--- src/rtl/nru_set_if.sv ---
// Request/response bundle for one NRU-managed cache set: lookup/fill requests,
// partition-mask loads and the exported per-way state.
interface nru_set_if #(
  parameter int NUM_WAYS   = 4,
  parameter int ADDR_WIDTH = 4
);
  logic                             os_req;
  logic [NUM_WAYS-1:0]              hitmap;
  logic                             user_req;
  logic [ADDR_WIDTH-1:0]            addr;
  logic                             hit;
  logic                             hit_valid;
  logic [NUM_WAYS-1:0]              metadata_o;
  logic [ADDR_WIDTH*NUM_WAYS-1:0]   all_tags_o;
  logic [NUM_WAYS-1:0]              all_valid_o;
  logic [NUM_WAYS-1:0]              policy_hitmap_o;

  modport master (
    output os_req, hitmap, user_req, addr,
    input  hit, hit_valid, metadata_o, all_tags_o, all_valid_o, policy_hitmap_o
  );
  modport slave (
    input  os_req, hitmap, user_req, addr,
    output hit, hit_valid, metadata_o, all_tags_o, all_valid_o, policy_hitmap_o
  );
endinterface

--- src/rtl/nru_set.sv ---
// One cache set with Not-Recently-Used replacement and single-cycle lookup/fill.
// Define NRU_PARTITION_EN to add the os_req-loaded way partition mask.
module nru_set #(
  parameter int NUM_WAYS   = 4,
  parameter int ADDR_WIDTH = 4
) (
  input  logic       clk,
  input  logic       reset,
  nru_set_if.slave   bus
);

  logic [ADDR_WIDTH-1:0] tag_reg [NUM_WAYS];
  logic [NUM_WAYS-1:0]   valid_reg;
  logic [NUM_WAYS-1:0]   nru_reg;
  logic [NUM_WAYS-1:0]   policy_reg;
  logic                  hit_reg;
  logic                  hit_valid_reg;

  logic [NUM_WAYS-1:0]   eligible;
  logic [NUM_WAYS-1:0]   match;
  logic [NUM_WAYS-1:0]   victim;
  logic [NUM_WAYS-1:0]   touched;
  logic [NUM_WAYS-1:0]   nru_upd;
  logic [NUM_WAYS-1:0]   nru_next;
  logic                  accept;
  logic                  hit_any;
  logic                  found;

`ifdef NRU_PARTITION_EN
  logic [NUM_WAYS-1:0] mask_reg;

  always_ff @(posedge clk or posedge reset) begin
    if (reset)
      mask_reg <= '1;
    else if (bus.os_req)
      mask_reg <= bus.hitmap;
  end

  assign eligible = mask_reg;
  // A mask load pre-empts any user request in the same cycle.
  assign accept   = bus.user_req & ~bus.os_req;
`else
  logic unused_partition;
  assign unused_partition = ^{bus.os_req, bus.hitmap};
  assign eligible = '1;
  assign accept   = bus.user_req;
`endif

  assign hit_any = |match;

  // Victim priority: empty eligible way, then eligible NRU-clear way, then any
  // eligible way (only reachable when a shrunken mask leaves all bits set).
  always_comb begin
    victim = '0;
    found  = 1'b0;
    for (int i = 0; i < NUM_WAYS; i++) begin
      if (!found && eligible[i] && !valid_reg[i]) begin
        victim[i] = 1'b1;
        found     = 1'b1;
      end
    end
    for (int i = 0; i < NUM_WAYS; i++) begin
      if (!found && eligible[i] && !nru_reg[i]) begin
        victim[i] = 1'b1;
        found     = 1'b1;
      end
    end
    for (int i = 0; i < NUM_WAYS; i++) begin
      if (!found && eligible[i]) begin
        victim[i] = 1'b1;
        found     = 1'b1;
      end
    end
  end

  always_comb begin
    touched  = hit_any ? match : victim;
    nru_upd  = nru_reg | touched;
    nru_next = nru_upd;
    if ((eligible != '0) && ((nru_upd & eligible) == eligible))
      nru_next = (nru_upd & ~eligible) | touched;
  end

  generate
    for (genvar gi = 0; gi < NUM_WAYS; gi++) begin : g_way
      assign match[gi] = valid_reg[gi] && (tag_reg[gi] == bus.addr);
      assign bus.all_tags_o[ADDR_WIDTH*gi +: ADDR_WIDTH] = tag_reg[gi];

      always_ff @(posedge clk or posedge reset) begin
        if (reset) begin
          tag_reg[gi]   <= '0;
          valid_reg[gi] <= 1'b0;
        end else if (accept && !hit_any && victim[gi]) begin
          tag_reg[gi]   <= bus.addr;
          valid_reg[gi] <= 1'b1;
        end
      end
    end
  endgenerate

  always_ff @(posedge clk or posedge reset) begin
    if (reset) begin
      nru_reg       <= '0;
      policy_reg    <= '0;
      hit_reg       <= 1'b0;
      hit_valid_reg <= 1'b0;
    end else begin
      hit_valid_reg <= accept;
      if (accept) begin
        nru_reg    <= nru_next;
        policy_reg <= touched;
        hit_reg    <= hit_any;
      end
    end
  end

  assign bus.hit             = hit_reg;
  assign bus.hit_valid       = hit_valid_reg;
  assign bus.metadata_o      = nru_reg;
  assign bus.all_valid_o     = valid_reg;
  assign bus.policy_hitmap_o = policy_reg;

endmodule

--- src/flat_wrapper.sv ---
// flat-port wrapper written by rule: the top's interface ports become plain ports
module nru_set_flat 
#(
  parameter int NUM_WAYS   = 4,
  parameter int ADDR_WIDTH = 4
)
  (clk, reset, bus_os_req, bus_hitmap, bus_user_req, bus_addr, bus_hit, bus_hit_valid, bus_metadata_o, bus_all_tags_o, bus_all_valid_o, bus_policy_hitmap_o);
  nru_set_if #(.NUM_WAYS(NUM_WAYS), .ADDR_WIDTH(ADDR_WIDTH)) bus_i ();
  input  logic clk;
  input  logic reset;
  input wire logic [$bits(bus_i.os_req)-1:0] bus_os_req;
  input wire logic [$bits(bus_i.hitmap)-1:0] bus_hitmap;
  input wire logic [$bits(bus_i.user_req)-1:0] bus_user_req;
  input wire logic [$bits(bus_i.addr)-1:0] bus_addr;
  output wire logic [$bits(bus_i.hit)-1:0] bus_hit;
  output wire logic [$bits(bus_i.hit_valid)-1:0] bus_hit_valid;
  output wire logic [$bits(bus_i.metadata_o)-1:0] bus_metadata_o;
  output wire logic [$bits(bus_i.all_tags_o)-1:0] bus_all_tags_o;
  output wire logic [$bits(bus_i.all_valid_o)-1:0] bus_all_valid_o;
  output wire logic [$bits(bus_i.policy_hitmap_o)-1:0] bus_policy_hitmap_o;
  assign bus_i.os_req = bus_os_req;
  assign bus_i.hitmap = bus_hitmap;
  assign bus_i.user_req = bus_user_req;
  assign bus_i.addr = bus_addr;
  assign bus_hit = bus_i.hit;
  assign bus_hit_valid = bus_i.hit_valid;
  assign bus_metadata_o = bus_i.metadata_o;
  assign bus_all_tags_o = bus_i.all_tags_o;
  assign bus_all_valid_o = bus_i.all_valid_o;
  assign bus_policy_hitmap_o = bus_i.policy_hitmap_o;
  nru_set #(.NUM_WAYS(NUM_WAYS), .ADDR_WIDTH(ADDR_WIDTH)) u_core (.clk(clk), .reset(reset), .bus(bus_i));
endmodule
--- config.mk ---
export PLATFORM = sky130hd
export DESIGN_NAME = nru_set_flat
export DESIGN_NICKNAME = d
export VERILOG_FILES = /design/src/rtl/nru_set_if.sv /design/src/rtl/nru_set.sv /design/src/flat_wrapper.sv
export SDC_FILE = /design/constraint.sdc
export NUM_CORES = 1
export LEC_CHECK = 0
export ABC_AREA = 0
export CAP_MARGIN = 25
export CORE_ASPECT_RATIO = 0.5
export CORE_UTILIZATION = 52
export DETAILED_ROUTE_END_ITERATION = 10
export GPL_ROUTABILITY_DRIVEN = 0
export PLACE_DENSITY = 0.86
export SETUP_SLACK_MARGIN = 0.05
export SLEW_MARGIN = 0
export SYNTH_ARGS = -nofsm -noshare
export SYNTH_HDL_FRONTEND = slang
export SYNTH_SLANG_ARGS = --single-unit
--- constraint.sdc ---
create_clock -name clk -period 3.8 [get_ports clk]
set_clock_uncertainty 0.05 [all_clocks]
set_input_delay 0.57 -clock clk [delete_from_list [all_inputs] [get_ports clk]]
set_output_delay 0.57 -clock clk [all_outputs]
set_load 0.005 [all_outputs]
==> out/metrics.csv <==
stage;metric;value;unit
timing;final sum of negative setup slack;0;ns
synthesis;area fraction of the dominant cell type after synthesis;46.3;%
floorplanning;number of placement rows;13;
floorplanning;standard cell core area;2770;um^2
global_routing;maximum number of pins on one net before global-route repair;19;
synthesis;share of synthesized registers carrying an async set or reset;100;%
worst_setup_path;startpoint-to-endpoint class of the critical path;input pin to flip-flop;
worst_setup_path;number of cell instances on the worst register-to-register path;6;
place;HPWL reported at the end of detailed placement;2610;um
global_routing;number of global-route vias before repair;1223;
clock_network;clock transition at the register clock pins on the worst setup and hold paths after CTS;0.06;ns
global_routing;total global routing overflow;0;
timing;transition time of the tightest slew-check pin;0.771;ns
timing;pins over their slew limit;0;
layout;final core utilization;77.1;%
worst_setup_path;endpoint type of the worst setup path;flip-flop;
synthesis;Avg Inst Size Synth;11.2;um^2
synthesis;most frequent cell after synthesis;sky130_fd_sc_hd__dfrtp_1;
route;Residual DRC;0;
power;Lkg Pwr;0.000908;uW
clock_network;Max Buffers Root-to-Sink;2;
place;cell area reported after detailed placement;2020;um^2
floorplanning;die extent in y;41.5;um
global_routing;initial antenna violation count;0;
timing;setup repair after global routing missed its margin;no;
route;average via count per standard cell;5.91;
timing;final critical-path setup slack;0.783;ns
synthesis;dominant synthesized flop cell;sky130_fd_sc_hd__dfrtp_1;
global_routing;global routing usage summed across all routing layers;23.7;%
synthesis;cell taking the most area after synthesis;sky130_fd_sc_hd__dfrtp_1;
route;Routed wire per std cell;16.4;um
worst_setup_path;peak fanout along the critical path;10;
timing;final-layout worst hold slack;0.425;ns
synthesis;count of yosys warnings during synthesis;0;
place;total of buffers placed on input and output ports;36;
layout;share of cells above drive strength 1;18.5;%
power;largest voltage drop on the vdd net;0.485;mV
worst_hold_path;hold-critical path depth;1;
clock_network;post-cts hold buffer count;0;
clock_network;H-tree levels;2;
worst_setup_path;Required @ worst endpoint;3.91;ns
clock_network;number of buffers inserted to repair setup after CTS;0;
synthesis;synthesized netlist cell count;145;
route;detailed-route wire length;3620;um
timing;Final Critical Period;3.02;ns
route;ANT nets after route;0;
clock_network;number of sinks handled by clock tree synthesis;30;
synthesis;net count of the mapped netlist;157;
floorplanning;top-level I/O count;42;
clock_network;root cell of the clock tree;sky130_fd_sc_hd__clkbuf_8;
floorplanning;effective utilization at floorplan;58.6;%
floorplanning;total die area;3360;um^2
timing;endpoints failing setup;0;
global_routing;first-pass GRT wire length;5860;um
timing;count of final hold-check violations;0;
power;Power Dens Cells;895;nW/um^2
layout;number of flip-flops under the largest register name;16;
synthesis;number of distinct library cell variants in the gate-level netlist after synthesis;44;
floorplanning;Die Wd;81.0;um
run;max capacitance violation total;0;
worst_hold_path;class of the tightest hold or removal check;flip-flop to flip-flop;
synthesis;netlist area before placement;1620;um^2
timing;part of the cycle the worst path needs;79.4;%
clock_network;Clock Latency Late Sink;0.28;ns
route;first-pass iteration count of the detailed router;4;
layout;Area growth syn-to-layout;31.4;%
layout;cell area after layout;2130;um^2
timing;maximum clock frequency;331;MHz
timing;normalized max-slew margin;48.0;%
clock_network;total CTS buffers;5;
worst_setup_path;reg-to-reg slack, setup;1.38;ns
synthesis;commonest cells in the netlist;30 x sky130_fd_sc_hd__dfrtp_1, 15 x sky130_fd_sc_hd__mux2_2, 9 x sky130_fd_sc_hd__inv_1, 7 x sky130_fd_sc_hd__xor2_1, 6 x sky130_fd_sc_hd__nand2_1;
synthesis;part of the Yosys area used for sequential elements;46.3;%
worst_setup_path;nature of the critical path startpoint;input pin;
worst_setup_path;Arr. time, crit path;3.13;ns
synthesis;largest cells by area after synthesis;sky130_fd_sc_hd__dfrtp_1 46%, sky130_fd_sc_hd__mux2_2 10%, sky130_fd_sc_hd__nor3_4 4.0%, sky130_fd_sc_hd__xor2_1 3.8%, sky130_fd_sc_hd__inv_1 2.1%;
layout;filler cell count;194;
route;First DRT Iteration DRCs;196;
layout;net total in the final layout;195;
synthesis;count of flip-flops with a built-in enable after synthesis;0;
synthesis;number of synthesized register bits;30;
outcome;outcome;complete, no violations;
route;detailed-route via count;1306;
layout;antenna fix cells;0;
clock_network;CTS tree;done;
clock_network;PostCTS Resize Cnt;0;
place;worst slack at placement;0.577;ns
-- path summary, 6_finish.rpt --
check,startpoint,end
max reg2reg,u_core.bus.all_tags_o[3],u_core.bus.metadata_o[0]
min,u_core.bus.policy_hitmap_o[3],u_core.bus.policy_hitmap_o[3]
min in group asynchronous,reset,u_core.bus.all_tags_o[7]
max in group asynchronous,reset,u_core.bus.hit
max,bus_addr[1],u_core.bus.metadata_o[0]
min reg2reg,u_core.bus.policy_hitmap_o[3],u_core.bus.policy_hitmap_o[3]
-- critical path, stage by stage --
cell and delay, ns:
sky130_fd_sc_hd__clkdlybuf4s50_1 0.69, sky130_fd_sc_hd__inv_1 0.07, sky130_fd_sc_hd__o21ai_0 0.45, sky130_fd_sc_hd__nor3_4 0.14, sky130_fd_sc_hd__o41ai_1 0.73, sky130_fd_sc_hd__o22ai_1 0.15
sky130_fd_sc_hd__a211o_1 0.32
-- power by group --
group | switching, uW | internal, uW | leakage (uW)
Sequential | 155 | 464 | 0.000345
Combinational | 418 | 569 | 0.000505
Clock | 118 | 183 | 0.0000575
Total | 691 | 1220 | 0.000908
-- cell usage in the layout (no fill, tap or decap), types with 4 or more instances in the layout --
| cell type | n |
|---|---|
| sky130_fd_sc_hd__nand2b_1 | 5 |
| sky130_fd_sc_hd__nand2_1 | 6 |
| sky130_fd_sc_hd__dfrtp_1 | 30 |
| sky130_fd_sc_hd__mux2_2 | 15 |
| sky130_fd_sc_hd__inv_1 | 9 |
| sky130_fd_sc_hd__nand3_1 | 4 |
| sky130_fd_sc_hd__nor2_1 | 5 |
| sky130_fd_sc_hd__nor3_4 | 4 |
| sky130_fd_sc_hd__clkdlybuf4s50_1 | 36 |
| sky130_fd_sc_hd__xor2_1 | 7 |
| sky130_fd_sc_hd__clkbuf_8 | 8 |
-- metrics by stage --
stage | cells | total power [uW]
floorplan | 145 | 1180
global placement | 212 | 1550
detailed placement | 213 | 1590
CTS | 221 | 1900
global route | 221 | 2020
finish | 221 | 1910
-- cells by family (layout without fill, tap and decap cells) --
kind of cell	count (synthesis)	after routing	share of synthesized area [%]
AO/OA/AOI/OAI	29	29	14.1
XOR/XNOR	10	10	5.40
buffers and inverters	16	55	4.71
flip-flops	30	30	46.3
multiplexers	17	17	11.7
AND/OR/NAND/NOR	43	43	17.7
-- layer usage --
layer | GRT usage (%) | part of all wire, %
met4 | 8.93 | 1.1
met2 | 35.8 | 47
met3 | 5.93 | 7.7
met5 | 0 | 0
met1 | 33.0 | 44
-- layout make-up --
| type | instances | area (um^2) | area share (%) |
|---|---|---|---|
| well taps | 37 | 46.3 | 2.17 |
| inverters | 9 | 33.8 | 1.59 |
| repair buffers | 38 | 395 | 18.6 |
| flip-flops and latches | 30 | 751 | 35.2 |
| clock buffers | 8 | 110 | 5.17 |
| multi-input cells | 99 | 795 | 37.3 |
Note: power is estimated with default switching activity, not from simulation.
